## config.mk

```make
export PLATFORM = sky130hd
export DESIGN_NAME = mnacidpro_sequencer
export DESIGN_NICKNAME = d
export VERILOG_FILES = /design/src/rtl/mnacidpro_sequencer.sv
export SDC_FILE = /design/constraint.sdc
export NUM_CORES = 1
export LEC_CHECK = 0
export ABC_CLOCK_PERIOD_IN_PS = 4400
export CAP_MARGIN = 20
export CORE_MARGIN = 4
export CORE_UTILIZATION = 55
export DETAILED_ROUTE_END_ITERATION = 12
export GPL_TIMING_DRIVEN = 0
export PLACE_DENSITY = 0.81
export SKIP_LAST_GASP = 1
export SLEW_MARGIN = 20
export SYNTH_ARGS = -nofsm -noshare
export SYNTH_HDL_FRONTEND = slang
export SYNTH_SLANG_ARGS = --single-unit
```

## constraint.sdc

```tcl
create_clock -name clk -period 4.4 [get_ports clk]
set_input_delay 0.88 -clock clk [delete_from_list [all_inputs] [get_ports clk]]
set_output_delay 0.88 -clock clk [all_outputs]
set_load 0.005 [all_outputs]
```

## src/rtl/mnacidpro_sequencer.sv

```systemverilog
// mnacidpro_sequencer
// Protocol sequencer for the magnetic-bead nucleic-acid processing chip.
// One start command runs LYSIS, wash_reps x WASH, ELUTE and COLLECT, with an
// all-closed SETTLE interval after each pumped step (none after COLLECT).
// Valve convention: 1 = pressurised = closed.
//
// Ports:
//   clk, rst          clock, synchronous active-high reset
//   start             one-cycle pulse, accepted only in IDLE
//   abort             level, forces IDLE (beats start)
//   lysis_strokes     pump strokes for LYSIS
//   wash_strokes      pump strokes per WASH repetition
//   wash_reps         number of WASH repetitions
//   elute_strokes     pump strokes for ELUTE and for COLLECT
//   *_ctl             reagent / loop / bead / outlet valves
//   pump1..pump3      peristaltic pump valves
//   busy, done, step  status: not-IDLE, completion pulse, state code
module mnacidpro_sequencer #(
   parameter int unsigned PUMP_DIV   = 4,
   parameter int unsigned SETTLE_CYC = 8,
   parameter int unsigned CNT_W      = 16
) (
   input  logic             clk,
   input  logic             rst,
   input  logic             start,
   input  logic             abort,
   input  logic [CNT_W-1:0] lysis_strokes,
   input  logic [CNT_W-1:0] wash_strokes,
   input  logic [3:0]       wash_reps,
   input  logic [CNT_W-1:0] elute_strokes,
   output logic             lysis_ctl,
   output logic             wash_ctl,
   output logic             elute_ctl,
   output logic             horiz_ctl,
   output logic             vertical_ctl,
   output logic             loop_exit_ctl,
   output logic             bead_vtl_ctl,
   output logic             bead_trap_ctl,
   output logic             collection_ctl,
   output logic             pump1,
   output logic             pump2,
   output logic             pump3,
   output logic             busy,
   output logic             done,
   output logic [2:0]       step
);

   localparam int unsigned DIV_W = (PUMP_DIV > 1) ? $clog2(PUMP_DIV) : 1;
   localparam int unsigned SET_W = (SETTLE_CYC > 1) ? $clog2(SETTLE_CYC) : 1;
   localparam logic [DIV_W-1:0] DIV_LAST = DIV_W'(PUMP_DIV - 1);
   localparam logic [SET_W-1:0] SET_LAST = SET_W'(SETTLE_CYC - 1);
   localparam logic [2:0]       PH_LAST  = 3'd5;

   // Valve vector order: lysis, wash, elute, horiz, vertical, loop_exit,
   // bead_vtl, bead_trap, collection. A 0 bit is an open valve.
   localparam logic [8:0] CTL_CLOSED  = 9'b111111111;
   localparam logic [8:0] CTL_LYSIS   = 9'b011001101;
   localparam logic [8:0] CTL_WASH    = 9'b101110011;
   localparam logic [8:0] CTL_ELUTE   = 9'b110001111;
   localparam logic [8:0] CTL_COLLECT = 9'b111110010;

   typedef enum logic [2:0] {
      S_IDLE    = 3'd0,
      S_LYSIS   = 3'd1,
      S_WASH    = 3'd2,
      S_ELUTE   = 3'd3,
      S_COLLECT = 3'd4,
      S_SETTLE  = 3'd5,
      S_DONE    = 3'd6
   } state_t;

   state_t           state, state_nx;
   state_t           ret, ret_nx;          // step entered when SETTLE ends
   logic [2:0]       phase, phase_nx;
   logic [DIV_W-1:0] div_cnt, div_nx;
   logic [CNT_W-1:0] stroke, stroke_nx;
   logic [3:0]       rep, rep_nx;          // WASH repetitions completed
   logic [SET_W-1:0] settle_cnt, settle_nx;
   logic [CNT_W-1:0] lat_lysis, lat_lysis_nx;
   logic [CNT_W-1:0] lat_wash, lat_wash_nx;
   logic [3:0]       lat_reps, lat_reps_nx;
   logic [CNT_W-1:0] lat_elute, lat_elute_nx;

   logic [CNT_W-1:0] target;
   logic             pumped;
   logic             stroke_end;
   logic             wash_ok;
   logic             elute_ok;

   logic [8:0]       ctl_d, ctl_q;
   logic [2:0]       pump_d, pump_q;
   logic             busy_d, done_d;
   logic [2:0]       step_d;

   // Six-phase peristaltic pattern {pump1,pump2,pump3}
   function automatic logic [2:0] pump_pat(input logic [2:0] ph);
      logic [2:0] p;
      p = 3'b111;
      case (ph)
         3'd0: p = 3'b011;
         3'd1: p = 3'b001;
         3'd2: p = 3'b101;
         3'd3: p = 3'b100;
         3'd4: p = 3'b110;
         3'd5: p = 3'b010;
         default: p = 3'b111;
      endcase
      return p;
   endfunction

   // State and counter registers
   always_ff @(posedge clk) begin
      if (rst) begin
         state      <= S_IDLE;
         ret        <= S_IDLE;
         phase      <= '0;
         div_cnt    <= '0;
         stroke     <= '0;
         rep        <= '0;
         settle_cnt <= '0;
         lat_lysis  <= '0;
         lat_wash   <= '0;
         lat_reps   <= '0;
         lat_elute  <= '0;
         ctl_q      <= CTL_CLOSED;
         pump_q     <= 3'b111;
         busy       <= 1'b0;
         done       <= 1'b0;
         step       <= 3'd0;
      end else begin
         state      <= state_nx;
         ret        <= ret_nx;
         phase      <= phase_nx;
         div_cnt    <= div_nx;
         stroke     <= stroke_nx;
         rep        <= rep_nx;
         settle_cnt <= settle_nx;
         lat_lysis  <= lat_lysis_nx;
         lat_wash   <= lat_wash_nx;
         lat_reps   <= lat_reps_nx;
         lat_elute  <= lat_elute_nx;
         ctl_q      <= ctl_d;
         pump_q     <= pump_d;
         busy       <= busy_d;
         done       <= done_d;
         step       <= step_d;
      end
   end

   // Next state, counters and the registered output decode of the next state
   always_comb begin
      state_nx     = state;
      ret_nx       = ret;
      phase_nx     = phase;
      div_nx       = div_cnt;
      stroke_nx    = stroke;
      rep_nx       = rep;
      settle_nx    = settle_cnt;
      lat_lysis_nx = lat_lysis;
      lat_wash_nx  = lat_wash;
      lat_reps_nx  = lat_reps;
      lat_elute_nx = lat_elute;
      target       = '0;
      pumped       = 1'b0;
      ctl_d        = CTL_CLOSED;
      pump_d       = 3'b111;

      wash_ok  = (lat_wash != '0) && (lat_reps != 4'd0);
      elute_ok = (lat_elute != '0);

      case (state)
         S_LYSIS:   begin target = lat_lysis; pumped = 1'b1; end
         S_WASH:    begin target = lat_wash;  pumped = 1'b1; end
         S_ELUTE:   begin target = lat_elute; pumped = 1'b1; end
         S_COLLECT: begin target = lat_elute; pumped = 1'b1; end
         default:   begin target = '0;        pumped = 1'b0; end
      endcase

      // Last clock of the final stroke of a pumped step
      stroke_end = pumped && (div_cnt == DIV_LAST) && (phase == PH_LAST) &&
                   (stroke == target - CNT_W'(1));

      case (state)
         S_IDLE: begin
            if (start) begin
               lat_lysis_nx = lysis_strokes;
               lat_wash_nx  = wash_strokes;
               lat_reps_nx  = wash_reps;
               lat_elute_nx = elute_strokes;
               rep_nx       = 4'd0;
               // Zero-count steps are skipped, so pick the first real one
               if (lysis_strokes != '0)
                  state_nx = S_LYSIS;
               else if ((wash_strokes != '0) && (wash_reps != 4'd0))
                  state_nx = S_WASH;
               else if (elute_strokes != '0)
                  state_nx = S_ELUTE;
               else
                  state_nx = S_DONE;
            end
         end

         S_LYSIS, S_WASH, S_ELUTE, S_COLLECT: begin
            if (div_cnt == DIV_LAST) begin
               div_nx = '0;
               if (phase == PH_LAST) begin
                  phase_nx  = 3'd0;
                  stroke_nx = stroke + CNT_W'(1);
               end else begin
                  phase_nx = phase + 3'd1;
               end
            end else begin
               div_nx = div_cnt + DIV_W'(1);
            end

            if (stroke_end) begin
               phase_nx  = 3'd0;
               div_nx    = '0;
               stroke_nx = '0;
               settle_nx = '0;
               state_nx  = S_SETTLE;
               case (state)
                  S_LYSIS: begin
                     if (wash_ok)       ret_nx = S_WASH;
                     else if (elute_ok) ret_nx = S_ELUTE;
                     else               ret_nx = S_DONE;
                  end
                  S_WASH: begin
                     rep_nx = rep + 4'd1;
                     if (rep_nx < lat_reps) ret_nx = S_WASH;
                     else if (elute_ok)     ret_nx = S_ELUTE;
                     else                   ret_nx = S_DONE;
                  end
                  S_ELUTE: ret_nx = S_COLLECT;
                  default: state_nx = S_DONE;   // COLLECT has no SETTLE
               endcase
            end
         end

         S_SETTLE: begin
            if (settle_cnt == SET_LAST) begin
               settle_nx = '0;
               state_nx  = ret;
            end else begin
               settle_nx = settle_cnt + SET_W'(1);
            end
         end

         S_DONE:  state_nx = S_IDLE;
         default: state_nx = S_IDLE;
      endcase

      // abort overrides everything, including a same-cycle start
      if (abort) begin
         state_nx  = S_IDLE;
         ret_nx    = S_IDLE;
         phase_nx  = 3'd0;
         div_nx    = '0;
         stroke_nx = '0;
         rep_nx    = 4'd0;
         settle_nx = '0;
      end

      // Output decode of the next state so outputs leave a flop directly
      case (state_nx)
         S_LYSIS:   begin ctl_d = CTL_LYSIS;   pump_d = pump_pat(phase_nx); end
         S_WASH:    begin ctl_d = CTL_WASH;    pump_d = pump_pat(phase_nx); end
         S_ELUTE:   begin ctl_d = CTL_ELUTE;   pump_d = pump_pat(phase_nx); end
         S_COLLECT: begin ctl_d = CTL_COLLECT; pump_d = pump_pat(phase_nx); end
         default:   begin ctl_d = CTL_CLOSED;  pump_d = 3'b111;             end
      endcase
   end

   assign busy_d = (state_nx != S_IDLE);
   assign done_d = (state_nx == S_DONE);
   assign step_d = state_nx;

   assign lysis_ctl      = ctl_q[8];
   assign wash_ctl       = ctl_q[7];
   assign elute_ctl      = ctl_q[6];
   assign horiz_ctl      = ctl_q[5];
   assign vertical_ctl   = ctl_q[4];
   assign loop_exit_ctl  = ctl_q[3];
   assign bead_vtl_ctl   = ctl_q[2];
   assign bead_trap_ctl  = ctl_q[1];
   assign collection_ctl = ctl_q[0];
   assign pump1          = pump_q[2];
   assign pump2          = pump_q[1];
   assign pump3          = pump_q[0];

endmodule

```

## Yosys cells after proc, flatten, opt, wreduce, memory -nomap -nowiden

Index checks and enable logic that the tools add are counted.

- Logic and storage cells: 110
- Bits in registers: 100
- Output and inout port bits: 17

- Equality and inequality tests: 22
- Bitwise gates (word level): 1
- Add/sub/neg operators: 6
- Reduce and logical (&&, ||, !) cells: 31
- Multiplexer cells: 34
- Magnitude comparators: 1

Operators with widths:

| cell | count |
|---|---|
| $reduce_bool A16 Y1 | 5 |
| $mux W3 | 17 |
| $mux W16 | 3 |
| $pmux W16 S3 | 1 |
| $pmux W9 S4 | 1 |
| $eq A3 B3 Y1 const B | 8 |
| $eq A3 B2 Y1 const B | 6 |
| $pmux W3 S3 | 2 |
| $pmux W3 S6 | 1 |
| $add A16 B1 Y16 const B | 1 |
| $eq A16 B16 Y1 | 1 |
| $sub A16 B1 Y16 const B | 1 |
| $mux W4 | 3 |
| $eq A3 B1 Y1 const B | 3 |
| $pmux W4 S2 | 1 |
| $reduce_bool A2 Y1 | 4 |
| $reduce_bool A4 Y1 | 2 |
| $reduce_or A4 Y1 | 2 |
| $add A3 B1 Y3 const B | 2 |
| $logic_not A3 Y1 | 2 |
| $mux W2 | 3 |
| $pmux W3 S2 | 1 |
| $reduce_and A3 Y1 | 2 |
| $reduce_bool A3 Y1 | 2 |
| other kinds (13) | 21 |

## Logic depth before layout (Yosys ltp)

- Word-level depth: 13
- Gate-level depth with buffers: 17
- Depth with buffers taken out: 13

## Worst setup path after synthesis

No wires, ideal clock.

- Path type: register to register
- Start: register state[0]
- End: register ctl_q[7]
- Path slack: 412 ps
- Required time: 4266 ps
- Clock period less this slack: 3988 ps
- Arrival: 3854 ps
- Cell stages (with the launch flop): 16
- Library setup time: 134 ps
- Cells stage by stage: dfxtp_1 buf_6 or3b_1 nand2_2 buf_4 o2bb2ai_1 inv_1 ha_1 xnor2_1 nor4b_1 nand3_1 nor4_1 nand4_1 a2111oi_4 mux2i_1 or4_1

- Cells in the longest elaborated chain, start to end: 11
- Elaborated cells between the ends (all ways): 27

Ends and longest elaborated chain:

| item | line | text |
|---|---|---|
| start, declared | 72 | `state_t state, state_nx;` |
| start signal, assigned | 131 | `state <= state_nx;` |
| $eq A3 B2 Y1, or another cell as far along | 171, 183, 222 |  |
| $reduce_or A2 Y1 (no source line) or $reduce_or A4 Y1 (tied branches) | n/a |  |
| $pmux W16 S3 or $mux W1 (tied branches) | 171 | `case (state)` |
| $sub A16 B1 Y16 or $logic_and A1 B1 Y1 (tied branches) | 181, 180 |  |
| $eq A16 B16 Y1 or $logic_and A1 B1 Y1 (tied branches) | 181, 180 |  |
| $logic_and A1 B1 Y1 | 180 | `stroke_end = pumped && (div_cnt == DIV_LAST) && (phase == PH_LAST) &&` |
| $mux W3 | 216 | `if (stroke_end) begin` |
| $pmux W3 S3 (*) | 183 | `case (state)` |
| $mux W3 (*) | 254 | `if (abort) begin` |
| $eq A3 B3 Y1, or another cell as far along | 265 | `case (state_nx)` |
| $pmux W9 S4 (*) | 265 |  |
| end signal, assigned | 142 | `ctl_q <= ctl_d;` |
| end, declared | 90 | `logic [8:0] ctl_d, ctl_q;` |

Every way passes the cells marked *; elsewhere a longest branch is shown, timed or not.
A chain may end at the register's enable or synchronous reset.

## Final worst setup path

- Start: register state[0]
- End: register ctl_q[6]

The elaborated chain is that of the path after synthesis.

==> metrics <==
hold slack 0.466 ns; drt first pass iters 5; CTS sink cnt 97; row cnt 34; final hold violations 0; layout cells sized above 1 7.80%; Mapped Cells 628; P_sw 504 uW; starting density of the core 57.0%; placed wire-length estimate 10500 um; CTS tree yes; Max clock buf depth 2; initial antenna violation count 0; min cycle time layout 4.15 ns; CTS clk-pin slew, worst paths 0.11 ns; Data required, critical path 4.66 ns; die area 0.0107 mm^2; Clock Skews 0.0132 ns; Mapped Area 0.00502 mm^2; Syn-to-layout area delta 23.1%; worst-path maximum fanout 10; Internal 1.30 mW; nets 779; vias in the first global route 4673; DRT iter0 DRCs 300; # diodes 0; relative slew slack 43.1%; pre-CTS setup slack -0.288 ns; count of different cell masters after synthesis 59; fraction of the cycle the final worst path needs 94.3%; capturing element type of the critical path flop; Avg Cell Area, Syn 7.99 um^2; crit-path most repeated cell buf_4; register area share after synthesis 38.7%; CTS HTree Levels 3; vias per inst 5.98; VDD IR max 0.193 mV; Clock power frac 35.3%; GPL Wtd Cong 0.939; WL/cell 16.4 um; critical-path cell with the highest stage delay or3b_1; Post-Route Utilization 70.2%; Comb pwr share 12.8%; worst slew pin tran 0.847 ns; CTS buffer count 9; clk root buf clkbuf_8; CP cell instances buf_6 -> or3b_1 -> nand2_4 -> buf_4 -> o2bb2ai_2 -> inv_1 -> ha_1 -> xnor2_1 -> nor4b_1 -> nand3_1 -> nor4_1 -> nand4_1 -> buf_4 -> a2111oi_4 -> buf_4 -> a22oi_1 -> or4_1; antenna viol nets, final 0; Final WS setup 0.249 ns; IO Count 73; Arr. time, crit path 4.41 ns; IO Port Bufs 71; pin count of the biggest net entering global routing 20; Yosys reg bits 97; status finished, final reports clean; Main synth FF type dfxtp_1; grt ovf 0; die width 104 um; hold crit path type flop to flop; warnings from Yosys 0; reported max-cap violation count 0; Lkg Pwr 2.27 nW; CTS hold repair buffers 0; Max Clock Freq 241 MHz; pwr dens 292 mW/mm^2; CP startpoint kind flop; Synthesized Nets 694; final setup vio count 0; largest stage delay on the critical path 0.49 ns; final WL 13500 um; Setup CP Type flop to flop; DRC Markers 0; vias 4936; worst-skew pair later-pin latency 0.38 ns; core area 0.00881 mm^2; first-pass GRT wire length 22000 um; total track usage 24.9%; r2r setup slk 0.25 ns; fin. max-slew vios 0; switching fraction of total power 27.9%; sequential power share 51.9%; Post-synth EDFFs 0; Async SR Flop Fraction 0%; Die H 104 um
==> cells in the final DEF (no fill, tap or decap), types with 15 or more instances in the layout <==
master and instances:
a21oi_1 71, nor2_1 39, nand3_1 17, dfxtp_1 95
clkdlybuf4s50_1 71, clkbuf_1 22, nand2_1 138, xor2_1 19
xnor2_1 21, a22oi_1 15, nor4_1 23
==> critical path: cells and delay by family, from the launching register on <==
family | cells | cell delay, ns
AO/OA/AOI/OAI | 3 | 0.53
XOR/XNOR | 1 | 0.14
adder cells (fa/ha/maj) | 1 | 0.29
buffers and inverters | 5 | 0.84
flip-flops | 1 | 0.37
AND/OR/NAND/NOR | 7 | 1.87
==> path summary, 6_finish.rpt <==
path,start,end,cells after the start
worst max-delay path,state[0]$_SDFF_PP0_,ctl_q[6]$_SDFF_PP1_,17
worst min-delay path,lat_lysis[1]$_SDFFE_PP0P_,lat_lysis[1]$_SDFFE_PP0P_,2
worst max register to register,state[0]$_SDFF_PP0_,ctl_q[6]$_SDFF_PP1_,17
worst min register to register,lat_lysis[1]$_SDFFE_PP0P_,lat_lysis[1]$_SDFFE_PP0P_,2
==> routing by layer <==
metal	GRT usage [%]	routed length (um)
met2	42.3	6350
met4	7.60	235
met3	4.60	1070
met5	0	0
met1	32.2	5880
==> repair_timing <==
| item | 4_1_cts | 5_1_grt |
|---|---|---|
| pin swaps | 2 | 1 |
| gates resized for setup | 4 | 11 |
| setup endpoints to repair | 18 | 26 |
| buffers inserted | 1 | 1 |
==> metrics by stage <==
step                power [mW]  cell area [um^2]  instances  TNS, ns
floorplan                 1.07              5020        628        0
global placement          1.17              5870        807    -2.95
detailed placement        1.18              5880        808    -3.92
CTS                       1.80              6130        825        0
global route              1.87              6180        826  -0.0185
finish                    1.80              6180        826        0
==> sequential cells by signal, indices dropped and copies added, names as in the netlist <==
name        flops
rep             4
lat_elute      16
busy            1
ret             3
stroke         16
lat_lysis      16
lat_wash       16
done            1
div_cnt         2
state           3
lat_reps        4
phase           3
ctl_q           6
settle_cnt      3
pump_q          3
==> layout make-up <==
| class | instances | area [um^2] |
|---|---|---|
| Buffer | 34 | 176 |
| Inverter | 13 | 48.8 |
| Fill cell | 723 | 2630 |
| Timing Repair Buffer | 74 | 731 |
| Tap cell | 108 | 135 |
| Multi-Input combinational cell | 484 | 2920 |
| Sequential cell | 97 | 1940 |
| Clock buffer | 9 | 124 |
| Clock inverter | 7 | 100 |
==> synth_stat cells, drive strengths merged (5+ instances only) <==
cell type	n	area share, %
nand2	139	10
dfxtp	97	39
a21oi	71	7.1
nor2	41	3.2
nor4	25	3.7
clkbuf	23	1.7
xnor2	21	3.7
xor2	19	3.3
a22oi	17	2.7
nand3	17	1.7
o21ai	14	1.4
inv	13	0.97
nand4	13	1.6
o2bb2ai	13	2.5
buf	11	1.7
nor3	11	1.1
ha	10	2.5
and3	7	0.87
nor2b	7	0.87
mux2i	5	1.0
==> power groups by stage <==
stage	clock network, mW	registers [mW]	logic [mW]
6_report	0.636	0.936	0.231
3_5_place_dp	0	0.955	0.225
4_1_cts	0.643	0.935	0.227
5_1_grt	0.673	0.940	0.254
3_3_place_gp	0	0.953	0.217
2_1_floorplan	0	0.946	0.125
==> kinds of logic after synthesis <==
| family | Yosys count | share of synthesized area, % |
|---|---|---|
| buf+inv | 47 | 4.36 |
| simple gates | 286 | 27.5 |
| xor+xnor | 40 | 6.98 |
| compound gates | 142 | 18.8 |
| flops | 97 | 38.7 |
| mux | 6 | 1.22 |
| fa+ha+maj | 10 | 2.49 |
(Power assumes the default switching activity.)
